==> src/rtl/clb_cfg_pkg.sv <==
// Shared configuration-chain definitions: FSM state encoding and frame/counter
// width derivations used by LUT loaders, routing muxes and switch boxes.
package clb_cfg_pkg;

    localparam int DEF_LUT_INPUTS = 2;

    typedef enum logic [1:0] {
        IDLE   = 2'd0,
        SHIFT  = 2'd1,
        COMMIT = 2'd2
    } cfg_state_e;

    function automatic int cfg_width(input int lut_inputs);
        return 2 ** lut_inputs;
    endfunction

    function automatic int cnt_width(input int cfg_w);
        return $clog2(cfg_w + 1);
    endfunction

    localparam int DEF_CFG_W = cfg_width(DEF_LUT_INPUTS);
    localparam int DEF_CNT_W = cnt_width(DEF_CFG_W);

endpackage

==> src/rtl/cfg_shift_reg.sv <==
// Shadow shift register for the config scan path: serial in at the LSB,
// shifts only while enabled, MSB tapped for the daisy chain.
module cfg_shift_reg #(
    parameter int W = 4
) (
    input  logic         clk,
    input  logic         rst_n,
    input  logic         en,
    input  logic         din,
    output logic [W-1:0] q,
    output logic         msb
);

    logic [W-1:0] shadow_r;
    logic [W-1:0] shadow_nxt_s;

    generate
        if (W == 1) begin : g_single
            assign shadow_nxt_s = din;
        end else begin : g_multi
            assign shadow_nxt_s = {shadow_r[W-2:0], din};
        end
    endgenerate

    // Shadow register: loads the shifted value while enabled, otherwise holds
    always_ff @(posedge clk) begin
        if (!rst_n) begin
            shadow_r <= '0;
        end else if (en) begin
            shadow_r <= shadow_nxt_s;
        end else begin
            shadow_r <= shadow_r;
        end
    end

    assign q   = shadow_r;
    assign msb = shadow_r[W-1];

endmodule

==> src/rtl/lut_config_loader.sv <==
// Double-buffered serial loader feeding the CLB LUT select mux: frames fill a
// shadow register and are committed to the active table in one edge.
module lut_config_loader
    import clb_cfg_pkg::*;
#(
    parameter  int LUT_INPUTS = DEF_LUT_INPUTS,
    localparam int CFG_W      = cfg_width(LUT_INPUTS),
    localparam int CNT_W      = cnt_width(CFG_W)
) (
    input  logic             clk,
    input  logic             rst_n,
    input  logic             cfg_en,
    input  logic             cfg_in,
    output logic             cfg_out,
    output logic [CFG_W-1:0] lut_data,
    output logic             lut_valid,
    output logic             cfg_done,
    output logic             cfg_err
);

    localparam logic [CNT_W-1:0] CNT_ZERO  = CNT_W'(0);
    localparam logic [CNT_W-1:0] CNT_ONE   = CNT_W'(1);
    localparam logic [CNT_W-1:0] CNT_LAST  = CNT_W'(CFG_W - 1);
    // A one-bit frame is complete as soon as its first bit is accepted
    localparam cfg_state_e       START_ST  = (CFG_W == 1) ? COMMIT : SHIFT;
    localparam logic [CNT_W-1:0] START_CNT = (CFG_W == 1) ? CNT_ZERO : CNT_ONE;

    cfg_state_e       state_r, state_s;
    logic [CNT_W-1:0] cnt_r, cnt_s;
    logic [CFG_W-1:0] shadow_s;
    logic [CFG_W-1:0] active_r;
    logic             valid_r, done_r, err_r;
    logic             commit_s, abort_s;
    logic             tap_s;

    cfg_shift_reg #(.W(CFG_W)) u_shadow (
        .clk   (clk),
        .rst_n (rst_n),
        .en    (cfg_en),
        .din   (cfg_in),
        .q     (shadow_s),
        .msb   (tap_s)
    );

    // Next-state, bit counter and commit/abort strobes
    always_comb begin
        state_s  = state_r;
        cnt_s    = cnt_r;
        commit_s = 1'b0;
        abort_s  = 1'b0;
        case (state_r)
            IDLE: begin
                if (cfg_en) begin
                    state_s = START_ST;
                    cnt_s   = START_CNT;
                end else begin
                    state_s = IDLE;
                    cnt_s   = CNT_ZERO;
                end
            end
            SHIFT: begin
                if (cfg_en) begin
                    if (cnt_r == CNT_LAST) begin
                        state_s = COMMIT;
                        cnt_s   = CNT_ZERO;
                    end else begin
                        state_s = SHIFT;
                        cnt_s   = cnt_r + CNT_ONE;
                    end
                end else begin
                    state_s = IDLE;
                    cnt_s   = CNT_ZERO;
                    abort_s = 1'b1;
                end
            end
            COMMIT: begin
                commit_s = 1'b1;
                if (cfg_en) begin
                    state_s = START_ST;
                    cnt_s   = START_CNT;
                end else begin
                    state_s = IDLE;
                    cnt_s   = CNT_ZERO;
                end
            end
            default: begin
                state_s = IDLE;
                cnt_s   = CNT_ZERO;
            end
        endcase
    end

    // State, counter, active table and status pulses
    always_ff @(posedge clk) begin
        if (!rst_n) begin
            state_r  <= IDLE;
            cnt_r    <= CNT_ZERO;
            active_r <= '0;
            valid_r  <= 1'b0;
            done_r   <= 1'b0;
            err_r    <= 1'b0;
        end else begin
            state_r <= state_s;
            cnt_r   <= cnt_s;
            done_r  <= commit_s;
            err_r   <= abort_s;
            if (commit_s) begin
                active_r <= shadow_s;
                valid_r  <= 1'b1;
            end else begin
                active_r <= active_r;
                valid_r  <= valid_r;
            end
        end
    end

    assign cfg_out   = tap_s;
    assign lut_data  = active_r;
    assign lut_valid = valid_r;
    assign cfg_done  = done_r;
    assign cfg_err   = err_r;

endmodule

==> config.mk <==
export PLATFORM = sky130hd
export DESIGN_NAME = lut_config_loader
export DESIGN_NICKNAME = d
export VERILOG_FILES = /design/src/rtl/clb_cfg_pkg.sv /design/src/rtl/cfg_shift_reg.sv /design/src/rtl/lut_config_loader.sv
export SDC_FILE = /design/constraint.sdc
export NUM_CORES = 1
export LEC_CHECK = 0
export CORE_AREA = 2 2 39 41
export CTS_BUF_LIST = sky130_fd_sc_hd__clkbuf_4 sky130_fd_sc_hd__clkbuf_8
export CTS_CLUSTER_DIAMETER = 150
export CTS_CLUSTER_SIZE = 14
export DETAILED_ROUTE_END_ITERATION = 10
export DIE_AREA = 0 0 41 43
export GPL_TIMING_DRIVEN = 0
export PLACE_DENSITY = 0.71
export SETUP_SLACK_MARGIN = 0.15
export SYNTH_ARGS = -nofsm -noshare
export SYNTH_HDL_FRONTEND = slang
export SYNTH_SLANG_ARGS = --single-unit
==> constraint.sdc <==
create_clock -name clk -period 2.3 [get_ports clk]
set_input_delay 0.46 -clock clk [delete_from_list [all_inputs] [get_ports clk]]
set_output_delay 0.46 -clock clk [all_outputs]
set_load 0.03 [all_outputs]
==> run metrics, run 1 <==
Num CTS Buffers 3; num ports 12; Worst-Skew Late Latency 290 ps; Die Y-Extent approximately 43 um; crit-path cells clkdlybuf4s50_1; Sw Ratio 0.212; cell count after synthesis 54; max frequency between 500 and 600 MHz; final WL approximately 860 um; worst hold slack ~420 ps; final core occ 0.516; Post-Syn Area roughly 560 um2; final setup TNS 0 ps; worst slew pin tran around 440 ps; P_sw roughly 0.00010 W; count of final hold-check violations 0; CTS sink cnt 16; grt total ovfl 0; placed cell areas between 600 and 700 um2; drt first-iter violations 7; crit path max fanout 3; clock buffer depth 2; post-route cell area between 700 and 800 um2; initial antenna violation count 0; crit path DAT ~1300 ps; Seq pwr share 0.577; clock network fraction of total power 0.378; Core Region between 1000 and 1500 um2; Data required, critical path around 1800 ps; Crit Path Class flip-flop to output pin; syn_area_per_cell 10.3 um2; critical path depth 1; drc violations 0; FF+latch count, synth 16; global-route wire length before repair roughly 1500 um; Avg WL per Cell 10.2 um; min-delay worst type primary input to flip-flop; # H-tree levels 1; P&R area growth vs syn 28.0%; critical path's top delay family buffers and inverters; DP HPWL 608 um; fin crit share 0.769; worst setup margin around 530 ps; hold_buf cts 0; CP max-delay cell clkdlybuf4s50_1; Slew HR 0.706; max-cap viol count 0; Fill cells about 140; crit-path max cell delay 670 ps; DR vias/cell 4.65; Post-CTS Resized 0; register area share after synthesis 0.574; first drt pass iteration count 4; # diodes 0; Worst Clk Skew roughly 1.6 ps; vias in the first global route around 350; DR vias between 300 and 400; Row Count 14; register area 320 um2; Setup Buffers After CTS 0; pre-CTS setup slack 710 ps; Crit. End Element output pin; Root Driver clkbuf_4; largest net degree at the start of global routing 11; die width a little over 40 um; Distinct cells, synth 14; hold depth 2; clock slew at reported path FFs about 90 ps; cell leakage power about 0.32 nW; Logic pwr share 0.045; Worst VDD drop 0.000412 V; Pwr per Cell Area 691 nW/um2; startpoint types flip-flop; Final ANT Viol Nets 0; Cell Int Power 0.000389 W; minimum clock period around 1800 ps; syn nets 59; most frequent cells in the layout 16 x dfxtp_1, 12 x nor2_1, 10 x clkdlybuf4s50_1; synth warn 0; Final #Nets 74; total track usage 0.126; commonest non-fill, non-tap cell in the layout dfxtp_1; quantity of I/O buffers inserted on ports 10; initial core utilization 0.403; Slew Viols, Final 0; worst reg-to-reg path cell count 4; CTS tree done; Die Area 1760 um2; GP Congestion approximately 0.62; Multi-input gate area 204 um2; status finished clean; layout cells sized above 1 0.0882; Buf/Inv on CP 1; Setup Viol. Count Final 0; RSZ-0062 raised after global routing false
-- final timing paths --
path,startpoint,endpoint,slack (ps)
max,u_shadow.q[3],cfg_out,530
min,cfg_en,cfg_err,420
max reg2reg,state_r[0],lut_data[2],1290
min reg2reg,lut_valid,lut_valid,460
-- metrics by stage --
step / instances / power, W
floorplan: 54 / 0.000305
global placement: 80 / 0.000313
detailed placement: 80 / 0.000314
CTS: 84 / 0.000496
global route: 84 / 0.000510
finish: 84 / 0.000493
-- cell families after synthesis --
| kind of cell | after synthesis | synth area share |
|---|---|---|
| and+or+nand+nor | 20 | 0.173 |
| DFF | 16 | 0.574 |
| muxes | 8 | 0.144 |
| buffers and inverters | 6 | 0.0605 |
| AOI/OAI and AO/OA | 3 | 0.0269 |
| adders and majority gates | 1 | 0.0224 |
-- area by class of cell --
| class | count | area share |
|---|---|---|
| clock buffers | 4 | 0.0508 |
| repair buffers | 10 | 0.140 |
| plain buffers | 3 | 0.0315 |
| inverters | 3 | 0.0158 |
| well taps | 16 | 0.0280 |
| flip-flops and latches | 16 | 0.448 |
| multi-input cells | 32 | 0.285 |
-- sequential cells by signal, indices dropped and copies added, names as in the netlist --
register and count:
cfg_done 1, cfg_err 1, cnt_r 3, lut_data 4
lut_valid 1, state_r 2, u_shadow.q 4
-- synthesized netlist by cell type (all sizes together) --
library cell / count / share of area
a21oi: 3 / 0.027
nor2: 12 / 0.081
clkbuf: 1 / 0.0067
nand2: 2 / 0.013
mux2i: 8 / 0.14
nand2b: 3 / 0.034
buf: 2 / 0.034
ha: 1 / 0.022
inv: 3 / 0.020
nand4b: 1 / 0.016
nor3b: 1 / 0.013
dfxtp: 16 / 0.57
nor4b: 1 / 0.016
-- layer usage --
layer	up-vias	track usage	part of all wire
met5	-	0	0
met4	0	0.0400	0.013
met3	2	0.0471	0.054
met2	9	0.188	0.44
met1	178	0.163	0.49
li1	202	-	-
-- power groups by stage --
stage,logic [W],registers [W],clock network [W]
floorplan,0.0000135,0.000292,0
global placement,0.0000218,0.000291,0
detailed placement,0.0000223,0.000291,0
CTS,0.0000222,0.000285,0.000189
global route,0.0000248,0.000286,0.000199
finish,0.0000221,0.000285,0.000186
Power figures use the tool's default switching activity.
==> inputs of run 2 (changes only) <==
PLACE_DENSITY = 0.74   (was 0.71)
clock period = 1.45 ns   (was 2.3 ns; I/O delays follow)
==> run metrics, run 2 (same netlist as run 1, synthesis figures left out) <==
initial core utilization 0.403; Hold Crit Start cfg_en; DP HPWL between 600 and 700 um; grt total ovfl 0; CTS tree done; Pwr per Cell Area roughly 1100 nW/um2; RSZ-0062 raised after global routing false; drt first-iter violations 2; pre-CTS setup slack around 55 ps; Root Driver clkbuf_4; Crit Path Class flip-flop to output pin; Buf/Inv on CP 1; Core Region approximately 1400 um2; clock slew at reported path FFs roughly 90 ps; critical path's top delay family buffers and inverters; clock buffer depth 2; crit-path max cell delay around 350 ps; worst setup margin between 200 and 250 ps; Final #Nets 74; drc violations 0; DR vias/cell ~4.7; Setup Buffers After CTS 0; vias in the first global route 328; fin crit share 0.855; Die Y-Extent 43 um; Avg WL per Cell approximately 11 um; count of final hold-check violations 0; P&R area growth vs syn 23.8%; Row Count 14; CP Launch Point cfg_done; layout cells sized above 1 0.176; num ports 12; final setup TNS 0 ps; crit-path cells clkdlybuf4s15_1; Worst-Skew Late Latency about 280 ps; Final ANT Viol Nets 0; minimum clock period about 1200 ps; GP Congestion ~0.65; global-route wire length before repair between 1000 and 1500 um; Slew HR 0.740; # H-tree levels 1; quantity of I/O buffers inserted on ports 10; Die Area 1760 um2; Setup Viol. Count Final 0; cell leakage power ~0.33 nW; worst slew pin tran about 400 ps; crit path DAT ~950 ps; CP max-delay cell clkdlybuf4s15_1; # diodes 0; initial antenna violation count 0; startpoint types flip-flop; DR vias just under 400; min-delay worst type primary input to flip-flop; max-cap viol count 0; Worst Clk Skew around 5.2 ps; Data required, critical path 1160 ps; Worst VDD drop 0.000489 V; final WL 899 um; worst flop-to-flop path startpoint state_r[0]; max frequency 806 MHz; die width roughly 40 um; status finished clean; largest net degree at the start of global routing 11; final core occ 0.499; total power slightly below 0.0008 W; CTS sink cnt 16; Num CTS Buffers 3; Slew Viols, Final 0; first drt pass iteration count 2; most frequent cells in the layout 16 x dfxtp_1, 12 x nor2_1, 8 x mux2i_1; Crit. End Element output pin; commonest non-fill, non-tap cell in the layout dfxtp_1; total track usage 0.116; crit path max fanout 1
[run 2: changes by cell type in the layout (fill, tap and decap cells not counted), sizes merged]
cell and change:
clkdlybuf4s15 +3, clkbuf +5, clkdlybuf4s50 -8
[run 2: layout make-up]
class / count / area [um2]
clock buffer: 4 / 36.3
buffer: 3 / 22.5
inverter: 3 / 11.3
sequential: 16 / 320
timing repair buffer: 10 / 76.3
fill: 127 / 693
multi-input combinational: 32 / 204
tap: 16 / 20.0
[run 2: through the flow]
step / cell area [um2] / cells / hold slack [ps]
2_1_floorplan: 558 / 54 / 428
3_3_place_gp: 678 / 80 / 431
3_5_place_dp: 678 / 80 / 436
4_1_cts: 712 / 84 / 247
5_1_grt: 691 / 84 / 252
6_report: 691 / 84 / 256
[run 2: power by group]
part           internal [W]  total [W]  switching, W
clock network      0.000153   0.000288      0.000135
logic             0.0000167  0.0000345     0.0000178
registers          0.000447   0.000452    0.00000550
[run 2: repair_timing]
| item | in CTS | in global routing |
|---|---|---|
| hold buffers | 0 | 0 |
| gates resized for setup | 14 | 8 |
| setup endpoints to repair | 8 | 7 |
[run 2: final timing paths]
path / to / slack [ps] / cells after the start
worst max-delay path: cfg_done / 210 / 1
worst min-delay path: cfg_err / 260 / 2
worst max register to register: lut_data[2] / 390 / 4
worst min register to register: lut_valid / 450 / 2
[run 2: routing by layer]
layer  share of wire  global-route usage  vias up
li1                -                   -      205
met1            0.46               0.132      178
met2            0.49               0.169        9
met3           0.034              0.0314        2
met4           0.013               0.100        0
met5               0                   0        -
